`src/rtl/number_cam_pkg.sv`:
```
// number_cam_pkg: shared constants, index-width helper and lookup result type
// for the memory-game number store.
package number_cam_pkg;

    localparam int unsigned DEF_WIDTH = 10;
    localparam int unsigned DEF_DEPTH = 10;

    // Widest index the store supports (DEPTH up to 64).
    localparam int unsigned IDX_MAX = 6;

    // Index/pointer width for a given depth; DEPTH is at least 2, so this is at least 1.
    function automatic int unsigned idxw_f(input int unsigned depth);
        return (depth < 2) ? 1 : $clog2(depth);
    endfunction

    // Result of a key search: hit flag plus lowest matching entry index.
    typedef struct packed {
        logic               hit;
        logic [IDX_MAX-1:0] idx;
    } lk_res_t;

endpackage

```
`src/rtl/number_cam_match.sv`:
```
// number_cam_match: compares a key against every valid entry and returns
// the hit flag with the lowest matching index (idx = 0 on miss).
module number_cam_match
    import number_cam_pkg::*;
#(
    parameter int unsigned WIDTH = DEF_WIDTH,
    parameter int unsigned DEPTH = DEF_DEPTH
) (
    input  logic [WIDTH-1:0]       i_key,
    input  logic [DEPTH-1:0]       i_vld,
    input  logic [DEPTH*WIDTH-1:0] i_mem,
    output lk_res_t                o_res
);

    logic               w_hit;
    logic [IDX_MAX-1:0] w_idx;

    // Scan upward; the first valid match wins so the lowest index is reported.
    always_comb begin
        w_hit = 1'b0;
        w_idx = '0;
        for (int unsigned i = 0; i < DEPTH; i++) begin
            if (!w_hit && i_vld[i] && (i_mem[i*WIDTH +: WIDTH] == i_key)) begin
                w_hit = 1'b1;
                w_idx = IDX_MAX'(i);
            end
        end
    end

    assign o_res.hit = w_hit;
    assign o_res.idx = w_idx;

endmodule

```
`src/rtl/number_cam.sv`:
```
// number_cam: append-only store of previously seen numbers with duplicate
// rejection and a registered, fully pipelined lookup.
// Optional macro NUMBER_CAM_HITCNT_EN adds the saturating hit_cnt output.
module number_cam
    import number_cam_pkg::*;
#(
    parameter  int unsigned WIDTH = DEF_WIDTH,
    parameter  int unsigned DEPTH = DEF_DEPTH,
    localparam int unsigned IDXW  = idxw_f(DEPTH)
) (
    input  logic            clk,
    input  logic            clr,
    input  logic            flush,
    input  logic            ins_valid,
    input  logic [WIDTH-1:0] ins_data,
    output logic            ins_ready,
    output logic            ins_dup,
    input  logic            lk_valid,
    input  logic [WIDTH-1:0] lk_data,
    output logic            lk_done,
    output logic            lk_hit,
    output logic [IDXW-1:0] lk_idx,
    output logic [IDXW:0]   count,
    output logic            full,
    output logic            empty
`ifdef NUMBER_CAM_HITCNT_EN
    ,
    output logic [IDXW+1:0] hit_cnt
`endif
);

    logic [DEPTH*WIDTH-1:0] r_mem;
    logic [DEPTH-1:0]       r_vld;
    // Entries are never removed individually, so the append pointer always
    // equals the entry count; one register serves as both.
    logic [IDXW:0]          r_count;
    logic                   r_ins_dup;
    logic                   r_lk_done;
    logic                   r_lk_hit;
    logic [IDXW-1:0]        r_lk_idx;

    lk_res_t w_ins_res;
    lk_res_t w_lk_res;
    logic    w_full;
    logic    w_ins_acc;
    logic    w_wr_en;

    number_cam_match #(
        .WIDTH (WIDTH),
        .DEPTH (DEPTH)
    ) u_ins_match (
        .i_key (ins_data),
        .i_vld (r_vld),
        .i_mem (r_mem),
        .o_res (w_ins_res)
    );

    number_cam_match #(
        .WIDTH (WIDTH),
        .DEPTH (DEPTH)
    ) u_lk_match (
        .i_key (lk_data),
        .i_vld (r_vld),
        .i_mem (r_mem),
        .o_res (w_lk_res)
    );

    assign w_full    = (r_count == (IDXW+1)'(DEPTH));
    assign w_ins_acc = ins_valid && !w_full && !flush;
    assign w_wr_en   = w_ins_acc && !w_ins_res.hit;

    // Entry data is don't-care until its valid bit is set, so it carries no reset.
    always_ff @(posedge clk) begin
        for (int unsigned i = 0; i < DEPTH; i++) begin
            if (w_wr_en && (r_count == (IDXW+1)'(i))) begin
                r_mem[i*WIDTH +: WIDTH] <= ins_data;
            end
        end
    end

    // Valid bits and count: flush clears everything, otherwise append on a new value.
    always_ff @(posedge clk or posedge clr) begin
        if (clr) begin
            r_vld   <= '0;
            r_count <= '0;
        end else if (flush) begin
            r_vld   <= '0;
            r_count <= '0;
        end else if (w_wr_en) begin
            for (int unsigned i = 0; i < DEPTH; i++) begin
                if (r_count == (IDXW+1)'(i)) begin
                    r_vld[i] <= 1'b1;
                end
            end
            r_count <= r_count + 1'b1;
        end
    end

    // Duplicate pulse for an accepted insert whose value is already stored.
    always_ff @(posedge clk or posedge clr) begin
        if (clr) begin
            r_ins_dup <= 1'b0;
        end else begin
            r_ins_dup <= w_ins_acc && w_ins_res.hit;
        end
    end

    // Lookup result register; searches pre-update contents, unaffected by flush.
    always_ff @(posedge clk or posedge clr) begin
        if (clr) begin
            r_lk_done <= 1'b0;
            r_lk_hit  <= 1'b0;
            r_lk_idx  <= '0;
        end else begin
            r_lk_done <= lk_valid;
            if (lk_valid) begin
                r_lk_hit <= w_lk_res.hit;
                r_lk_idx <= w_lk_res.idx[IDXW-1:0];
            end
        end
    end

`ifdef NUMBER_CAM_HITCNT_EN
    logic [IDXW+1:0] r_hit_cnt;

    // Saturating count of lookups that reported a hit.
    always_ff @(posedge clk or posedge clr) begin
        if (clr) begin
            r_hit_cnt <= '0;
        end else if (flush) begin
            r_hit_cnt <= '0;
        end else if (r_lk_done && r_lk_hit && (r_hit_cnt != '1)) begin
            r_hit_cnt <= r_hit_cnt + 1'b1;
        end
    end

    assign hit_cnt = r_hit_cnt;
`endif

    assign ins_ready = !w_full;
    assign ins_dup   = r_ins_dup;
    assign lk_done   = r_lk_done;
    assign lk_hit    = r_lk_hit;
    assign lk_idx    = r_lk_idx;
    assign count     = r_count;
    assign full      = w_full;
    assign empty     = (r_count == '0);

endmodule

```
`config.mk`:
```
export PLATFORM = sky130hd
export DESIGN_NAME = number_cam
export DESIGN_NICKNAME = d
export VERILOG_FILES = /design/src/rtl/number_cam_pkg.sv /design/src/rtl/number_cam_match.sv /design/src/rtl/number_cam.sv
export SDC_FILE = /design/constraint.sdc
export NUM_CORES = 1
export LEC_CHECK = 0
export CAP_MARGIN = 5
export CORE_MARGIN = 3
export CORE_UTILIZATION = 45
export DETAILED_ROUTE_END_ITERATION = 10
export PLACE_DENSITY_LB_ADDON = 0.12
export SYNTH_ARGS = -nofsm -noshare
export SYNTH_HDL_FRONTEND = slang
export SYNTH_SLANG_ARGS = --single-unit
export TNS_END_PERCENT = 1
```
`constraint.sdc`:
```
create_clock -name clk -period 5.7 [get_ports clk]
set_input_delay 1.14 -clock clk [delete_from_list [all_inputs] [get_ports clk]]
set_output_delay 1.14 -clock clk [all_outputs]
set_load 0.01 [all_outputs]
```
==> results of run 1 <==
worst min-delay path, stage by stage (launching register included):
cell and delay, ns:
dfrtp_1 0.35, nand2_1 0.05, o31ai_1 0.05
layer usage:
metal / GRT usage (%) / share of wire (%) / up-vias
met4: 9.15 / 3.0 / 0
li1: - / - / 2017
met3: 4.26 / 6.5 / 38
met1: 30.1 / 46 / 2059
met2: 32.0 / 44 / 146
met5: 0 / 0 / -
cell usage in the layout, fill, tap and decap left out, drive strengths merged:
cell type        n
xnor2          120
edfxtp         100
xor2            80
clkdlybuf4s50   39
nand4           35
nor3            24
clkbuf          24
dfrtp           22
buf             22
nor4            20
inv             18
nand3           17
o32ai           10
nor2            10
nand2b           7
clkinv           7
a21oi            6
nand2            5
ha               4
or2              3
o22ai            3
or3              3
o31ai            3
nor2b            3
o21ai            3
a31oi            2
or4              2
mux2             2
a211o            1
a221o            1
a22o             1
and4             1
clkinvlp         1
sequential cells by signal, summed over array words and instances, names as in the netlist:
signal   cells
lk_hit       1
r_vld       10
lk_done      1
ins_dup      1
lk_idx       4
r_mem      100
count        5
metrics by stage:
stage,worst slack (ns),total power [mW]
after floorplan,1.73,1.14
after CTS,1.37,2.17
after detailed placement,0.962,1.22
after global placement,0.988,1.22
final,1.39,2.16
after global routing,1.20,2.24
power by group through the flow:
stage | clock, mW | sequential, mW | combinational (mW)
after floorplan | 0 | 1.01 | 0.131
after detailed placement | 0 | 1.01 | 0.210
after global placement | 0 | 1.01 | 0.208
after CTS | 0.972 | 0.990 | 0.210
after global routing | 1.02 | 0.990 | 0.226
final | 0.958 | 0.990 | 0.208
cell usage after synthesis:
cell / number
a211o_1: 1
xnor2_1: 120
or4_4: 1
a31oi_1: 2
or4_1: 1
nand3_1: 17
a22o_1: 1
a221o_1: 1
ha_1: 4
buf_4: 10
edfxtp_1: 100
inv_1: 18
o22ai_1: 3
xor2_1: 80
or3_1: 3
nor2_1: 10
mux2_2: 1
a21oi_1: 6
o32ai_2: 10
nor3_1: 24
o21ai_0: 3
and4_1: 1
nor4_1: 20
nor2b_1: 3
nand2b_1: 7
buf_1: 1
buf_6: 1
or2_2: 3
o31ai_1: 3
buf_2: 12
dfrtp_1: 22
clkbuf_1: 3
nand2_1: 5
nand4_1: 35
mux2_1: 1
worst min-delay path by stage:
stage	startpoint	to	slack (ns)	cells after the start
global route	lk_idx[1]$_DFFE_PP0P_	lk_idx[1]$_DFFE_PP0P_	0.54	2
floorplan	r_vld[0]$_DFFE_PP0P_	r_vld[0]$_DFFE_PP0P_	0.49	2
CTS	lk_idx[1]$_DFFE_PP0P_	lk_idx[1]$_DFFE_PP0P_	0.49	2
global placement	lk_idx[1]$_DFFE_PP0P_	lk_idx[1]$_DFFE_PP0P_	0.47	2
finish	lk_idx[1]$_DFFE_PP0P_	lk_idx[1]$_DFFE_PP0P_	0.49	2
detailed placement	lk_idx[1]$_DFFE_PP0P_	lk_idx[1]$_DFFE_PP0P_	0.47	2
cells by family (layout without fill, tap and decap cells):
group	after synthesis	count (layout)	synth area share, %
and+or+nand+nor	130	130	11.1
buffers and inverters	45	111	3.45
AOI/OAI and AO/OA	30	30	4.36
DFF	122	122	53.6
muxes	2	2	0.340
adders and majority gates	4	4	0.755
xor gates and xnor gates	200	200	26.4
layout make-up:
class                   count  area [µm²]
multi-input cells         366        2850
clock buffers              24         483
clock inverters             8        46.3
inverters                  18        67.6
well taps                 180         225
repair buffers             61         556
flip-flops and latches    122        3550
fillers                  1184        6370
==> metrics.cfg, run 1 <==
[final_layout]
final_cells = 779
drive_gt1_share_pct = 10.7
antenna_cells = 0
syn2layout_area_growth_pct = 17.3
finalNetCount = 615
final_util_pct = 55.0
fin_area_um2 = 7780

[global_route]
grt_max_degree = 23
grt.overflow.total = 0
grt_pass1_vias = 4315
antenna_found_initial = 0
track_usage_pct = 21.3
grt_pass1_wl_um = 25400

[worst_setup_path]
crit_chain = clkdlybuf4s50_1, xor2_1, nor4_1, nand4_1, o22ai_1, or3_1, or4_4, nor3_1, buf_4
slowest_delay_ns = 1.05
path_depth = 9
reg2reg_depth = 8
crit_family = simple AND/OR/NAND/NOR gates
critPathCaptureType = flop
timing.rr.start = count[0]$_DFFE_PP0P_
critical_path_required_ns = 5.82
cp_slowest_cell = clkdlybuf4s50_1
r2r_slack_ns = 2.75
path_max_fanout = 21
crit_arrival_ns = 4.43
crit_buf_inv = 2
critPathLaunchType = primary input
path_class = primary input to flop
endpoint = r_mem[60]$_DFFE_PP_
rr_endpoint = r_mem[60]$_DFFE_PP_
crit_path_start = ins_data[9]

[routing]
antenna_left = 0
viasPerCell = 5.47
dr_total_vias = 4260
drt_wl_total_um = 16500
dr.first_iter.drc_count = 320
wire_per_inst_um = 21.2
dr.pass1.iters = 5
drc_errors = 0

[cts]
cts_hold_buf = 0
cts_root_buffer = clkbuf_16
clkSlewWorstSetupHoldPaths_ns = 0.05
numCtsBuffers = 17
clkLatencyLatePin_ns = 0.42
cts_setup_buffers = 0
htreeDepth = 4
cts_tree = built
clock_sinks = 122
post_cts_resized = 0
clock_path_buffers = 2

[logic_synthesis]
yosys-top-cells-area = edfxtp_1 45%, xnor2_1 16%, xor2_1 11%
netlist_area_um2 = 6630
syn_avg_cell_area_um2 = 12.4
syn-instance-count = 533
yosys_warnings = 0
synth_top_area_share_pct = 45.3
synth_top_area_cell = edfxtp_1
syn-num-nets = 562
ys_seq_area_share_pct = 53.6
synth_cell_types = 35
synth_seq_cells = 122

[floorplanning]
coreArea_um2 = 14100
dieWidth_um = 127
die_y_um = 127
io_pins = 40
start_util_pct = 46.8
die_area_um2 = 16200
num_rows = 43

[sta]
hold_viol_final = 0
worst_pin_slew_ns = 0.974
finClkSkew_ns = 0.00536
slew_violations = 0
grt_setup_unrepaired = no
relSlewSlack_pct = 34.9
setup_viol = 0
period_minus_slack_ns = 4.31
tns_ns = 0
worst_hold_slack_ns = 0.488
max_freq_mhz = 232
fin_crit_sh_pct = 75.6

[flow_run]
max_cap_viol_count = 0

[place]
portBuffers = 39
dp.cells = 747
placed_area_um2 = 7250
place.gp.congestion = 0.844
dp.final_hpwl_um = 11200

[run_status]
status = finished clean

[power_and_ir_drop]
p_int_mw = 1.65
power_frac_clock_pct = 44.4
irDropWorstVdd_mv = 0.185
combPwrFrac_pct = 9.7
p_leak_nw = 2.60
p_sw_uw = 506
switching_share_pct = 23.5
seqPwrFrac_pct = 45.9
power-per-cell-area_nw_per_um2 = 277

[worst_hold_path]
min_path_type = flop to flop

Note: power is estimated with default switching activity, not from simulation.
==> inputs of run 2 (changes only) <==
==> constraint.sdc (replaced) <==
create_clock -name clk -period 3.6 [get_ports clk]
set_input_delay 0.72 -clock clk [delete_from_list [all_inputs] [get_ports clk]]
set_output_delay 0.72 -clock clk [all_outputs]
set_load 0.01 [all_outputs]
==> run 2 against run 1 <==
Total power grew 63%; first-iteration DRC count shrank 18%; sequential power up 59%; non-clock buffer count is 37 higher; flip-flop and latch count did not move; clock-buffer cell count decreased by 2; core utilization is 3.1 points higher; largest power group unchanged; wire length increased by 8.1%; final cell count rose by 4.6%; clock power is 64% higher; largest cell class unchanged; highest routed layer unchanged.
==> metrics.cfg, run 2 (synthesized netlist as in run 1, its figures left out) <==
[global_route]
grt_pass1_wl_um = 27500
track_usage_pct = 23.0
antenna_found_initial = 0
grt_pass1_vias = 4600
grt.overflow.total = 0
grt_max_degree = 23

[sta]
worst_pin_slew_ns = 0.959
slew_violations = 0
period_minus_slack_ns = 3.29
setup_viol = 0
grt_setup_unrepaired = no
fin_crit_sh_pct = 91.4
hold_viol_final = 0
relSlewSlack_pct = 36.0
worst_slack_ns = 0.310
max_freq_mhz = 304
finClkSkew_ns = 0.00870

[final_layout]
regMostFlops = r_mem
syn2layout_area_growth_pct = 23.9
final_cell_mix = 120 x xnor2_1, 100 x edfxtp_1, 80 x xor2_1
largest_reg_flops = 100
n_fill_cell = 1151
drive_gt1_share_pct = 15.9
final_common_cell = xnor2_1
antenna_cells = 0
finalNetCount = 652

[power_and_ir_drop]
p_leak_nw = 2.83
irDropWorstVdd_mv = 0.322
power-per-cell-area_nw_per_um2 = 429
p_total_mw = 3.52

[place]
place.gp.congestion = 0.891
portBuffers = 39
dp.final_hpwl_um = 12700
pre_cts_ws_ns = -0.145

[routing]
dr_total_vias = 4455
dr.first_iter.drc_count = 264
antenna_left = 0
wire_per_inst_um = 21.9
drt_wl_total_um = 17800
dr.pass1.iters = 4
viasPerCell = 5.47
drc_errors = 0

[run_status]
status = finished clean

[worst_setup_path]
cp_slowest_cell = or4_4
slowest_delay_ns = 0.56
crit_arrival_ns = 3.41
crit_chain = clkdlybuf4s50_1, buf_12, xor2_1, nor4_1, nand4_1, o22ai_1, or3_1, or4_4, nor3_1, buf_4
crit_family = simple AND/OR/NAND/NOR gates
path_max_fanout = 16
critical_path_required_ns = 3.72
path_class = primary input to flop
critPathLaunchType = primary input
crit_buf_inv = 3
critPathCaptureType = flop

[cts]
clock_path_buffers = 2
clock_sinks = 122
clkLatencyLatePin_ns = 0.42
cts_setup_buffers = 0
post_cts_resized = 0
htreeDepth = 4
cts_tree = built
cts_root_buffer = clkbuf_16
cts_hold_buf = 0
numCtsBuffers = 17
clkSlewWorstSetupHoldPaths_ns = 0.06

[floorplanning]
die_area_um2 = 16200
dieWidth_um = 127
coreArea_um2 = 14100
io_pins = 40
num_rows = 43
die_y_um = 127
start_util_pct = 46.8

[flow_run]
max_cap_viol_count = 0

[worst_hold_path]
min_path_type = flop to flop

[run 2: cell types whose count changed in the layout (fill, tap and decap cells not counted)]
| cell | previous run | this run |
|---|---|---|
| buf_12 | 0 | 11 |
| buf_4 | 22 | 48 |
| bufinv_16 | 0 | 1 |
| clkbuf_1 | 5 | 2 |
| clkbuf_16 | 18 | 17 |
| clkbuf_8 | 1 | 3 |
| clkinv_1 | 0 | 2 |
| clkinv_2 | 6 | 4 |
| clkinv_4 | 1 | 0 |
| clkinvlp_4 | 1 | 2 |
[run 2: tightest hold or removal path, delay by kind of cell, from the launching register on]
family           cells  cell delay [ns]
AND/OR/NAND/NOR      1             0.06
flip-flops           1             0.35
AO/OA/AOI/OAI        1             0.06
[run 2: path summary, 6_finish.rpt]
kind / startpoint / to / slack (ns) / cells after the start
setup / recovery: ins_data[9] / r_mem[53]$_DFFE_PP_ / 0.31 / 10
hold / removal: lk_idx[1]$_DFFE_PP0P_ / lk_idx[1]$_DFFE_PP0P_ / 0.50 / 2
setup reg to reg: count[0]$_DFFE_PP0P_ / r_mem[53]$_DFFE_PP_ / 0.69 / 8
hold reg to reg: lk_idx[1]$_DFFE_PP0P_ / lk_idx[1]$_DFFE_PP0P_ / 0.50 / 2
max in group asynchronous: clr / r_vld[6]$_DFFE_PP0P_ / 2.17 / 2
min in group asynchronous: clr / lk_done$_DFF_PP0_ / 0.83 / 2
[run 2: where the power goes]
part | total, mW | internal (mW) | leakage [nW] | switching, mW
logic | 0.382 | 0.170 | 1.36 | 0.212
registers | 1.57 | 1.55 | 1.20 | 0.0164
clock network | 1.57 | 0.987 | 0.267 | 0.586
total | 3.52 | 2.71 | 2.83 | 0.814
[run 2: cell type report]
cell class / count / area (µm²) / share of cell area (%)
Sequential cell: 122 / 3550 / 43.3
Timing Repair Buffer: 98 / 971 / 11.8
Tap cell: 180 / 225 / 2.74
Clock inverter: 9 / 72.6 / 0.884
Multi-Input combinational cell: 366 / 2850 / 34.7
Clock buffer: 22 / 474 / 5.78
Inverter: 18 / 67.6 / 0.823
[run 2: metal layers]
layer	up-vias	global-route usage [%]	share of wire (%)
met2	141	36.2	47
met4	0	8.14	2.1
met3	29	5.35	6.5
met5	-	0	0
li1	2088	-	-
met1	2197	31.5	45
[run 2: metrics by stage]
step	std cells	hold slack, ns	area, µm²	TNS [ns]	util, %
2_1_floorplan	533	0.491	6630	0	-
3_3_place_gp	784	0.472	7660	-6.17	54.2
3_5_place_dp	784	0.483	7660	-8.83	54.2
6_report	815	0.503	8210	0	58.0
4_1_cts	815	0.497	8210	0	58.0
5_1_grt	815	0.533	8210	0	58.0
==> inputs of run 3 (changes only) <==
--- a/config.mk
+++ b/config.mk
@@ -7,9 +7,10 @@
 export LEC_CHECK = 0
 export CAP_MARGIN = 5
 export CORE_MARGIN = 3
-export CORE_UTILIZATION = 45
+export CORE_UTILIZATION = 30
 export DETAILED_ROUTE_END_ITERATION = 10
 export PLACE_DENSITY_LB_ADDON = 0.12
+export RECOVER_POWER = 25
 export SYNTH_ARGS = -nofsm -noshare
 export SYNTH_HDL_FRONTEND = slang
 export SYNTH_SLANG_ARGS = --single-unit
==> run 3 against run 2 <==
Fmax down 4.0%; largest cell class unchanged; final cell count up 11%; setup slack worse by 0.14 ns; die area up 47%; total power about the same; non-clock buffer count down 8; clock power about the same; design area up 1.2%; combinational power up 3%.
==> metrics.cfg, run 3 (synthesized netlist as in run 1, its figures left out) <==
[place]
portBuffers = 39
place.gp.congestion = 0.770
dp.cells = 871
dp.final_hpwl_um = 13600

[worst_setup_path]
endpoint = r_mem[35]$_DFFE_PP_
path_class = primary input to flop
path_max_fanout = 18
reg2reg_depth = 8
critical_path_required_ns = 3.72
crit_path_start = ins_data[5]
crit_arrival_ns = 3.55
timing.rr.start = count[0]$_DFFE_PP0P_
critPathLaunchType = primary input
rr_endpoint = r_mem[35]$_DFFE_PP_
critPathCaptureType = flop
r2r_slack_ns = 0.62

[sta]
finClkSkew_ns = 0.0181
period_minus_slack_ns = 3.43
relSlewSlack_pct = 23.6
max_freq_mhz = 292
hold_viol_final = 0
tns_ns = 0
grt_setup_unrepaired = no
slew_violations = 0
worst_pin_slew_ns = 1.14
fin_crit_sh_pct = 95.2
setup_viol = 0

[cts]
clkLatencyLatePin_ns = 0.42
clock_path_buffers = 2
post_cts_resized = 0
clock_sinks = 122
htreeDepth = 4
cts_tree = built
cts_hold_buf = 0
numCtsBuffers = 17
cts_setup_buffers = 0
clkSlewWorstSetupHoldPaths_ns = 0.05
cts_root_buffer = clkbuf_16

[routing]
dr_total_vias = 4337
viasPerCell = 4.80
dr.pass1.iters = 7
antenna_left = 0
drt_wl_total_um = 20500
wire_per_inst_um = 22.7
drc_errors = 0
dr.first_iter.drc_count = 312

[floorplanning]
die_area_um2 = 23900
io_pins = 40
num_rows = 53
coreArea_um2 = 21400
start_util_pct = 31.0
dieWidth_um = 155
die_y_um = 155

[global_route]
antenna_found_initial = 1
use_met2_pct = 26.3
grt_max_degree = 23
grt_use_met1_pct = 26.2
use_met3_pct = 3.58
grt_pass1_wl_um = 30600
grt.overflow.total = 0
track_usage_pct = 17.8
grt.busiest_layer = met2
grt_pass1_vias = 4570

[final_layout]
final_cells = 903
finalNetCount = 644
register_area_um2 = 3550
antenna_cells = 0
final_cell_mix = 120 x xnor2_1, 100 x edfxtp_1, 80 x xor2_1
n_fill_cell = 2029
syn2layout_area_growth_pct = 25.3
regMostFlops = r_mem
drive_gt1_share_pct = 14.5
largest_reg_flops = 100
final_common_cell = xnor2_1
multi_input_area_um2 = 2850

[flow_run]
max_cap_viol_count = 0

[run_status]
status = finished clean

[power_and_ir_drop]
p_leak_nw = 2.80
power-per-cell-area_nw_per_um2 = 424
irDropWorstVdd_mv = 0.247

[worst_hold_path]
min_path_type = flop to flop

run 3: cell types whose count changed in the layout (fill, tap and decap cells not counted), sizes merged:
cell / change
clkinvlp: +1
clkbuf: +3
dlygate4sd3: +9
clkinv: -3
buf: -8
clkdlybuf4s50: -9
run 3: power breakdown:
part           leakage (nW)  switching, mW  internal [mW]
Sequential             1.20         0.0174           1.55
Combinational          1.34          0.225          0.167
Clock                 0.251          0.596          0.965
Total                  2.80          0.838           2.68
run 3: per-stage QoR:
step	power [mW]	util [%]	hold WS [ns]	instance area [µm²]	setup slack, ns
final	3.52	38.9	0.492	8310	0.173
after global routing	3.67	38.9	0.545	8310	0.0853
after CTS	3.57	38.9	0.499	8310	0.201
after detailed placement	1.99	36.4	0.485	7770	-0.230
after global placement	1.99	36.4	0.475	7770	-0.185
after floorplan	1.80	-	0.491	6630	0.0475
run 3: worst max-delay path, stage by stage:
cell and delay [ns]:
dlygate4sd3_1 0.57, buf_12 0.18, buf_4 0.16, xnor2_1 0.12, nand4_1 0.13, o22ai_1 0.12, or3_1 0.42, or4_4 0.59
nor3_1 0.27, buf_4 0.23
run 3: worst min path at each step:
stage                                from               endpoint  slack [ns]  cells past startpoint
CTS                 lk_idx[1]$_DFFE_PP0P_  lk_idx[1]$_DFFE_PP0P_        0.50                      2
global placement    lk_idx[1]$_DFFE_PP0P_  lk_idx[1]$_DFFE_PP0P_        0.47                      2
detailed placement  lk_idx[1]$_DFFE_PP0P_  lk_idx[1]$_DFFE_PP0P_        0.49                      2
global route        lk_idx[3]$_DFFE_PP0P_  lk_idx[3]$_DFFE_PP0P_        0.54                      1
finish              lk_idx[1]$_DFFE_PP0P_  lk_idx[1]$_DFFE_PP0P_        0.49                      2
floorplan            r_vld[0]$_DFFE_PP0P_   r_vld[0]$_DFFE_PP0P_        0.49                      2
run 3: layer usage:
layer,wire length (µm),vias up
met4,255,0
met2,9410,115
met5,0,-
met3,1240,14
met1,9620,2144
li1,-,2064
run 3: final cells by class:
type	instances	share of cell area, %
well taps	275	4.14
multi-input cells	366	34.3
flip-flops and latches	122	42.8
clock buffers	25	5.60
inverters	18	0.813
clock inverters	7	0.858
repair buffers	90	11.6
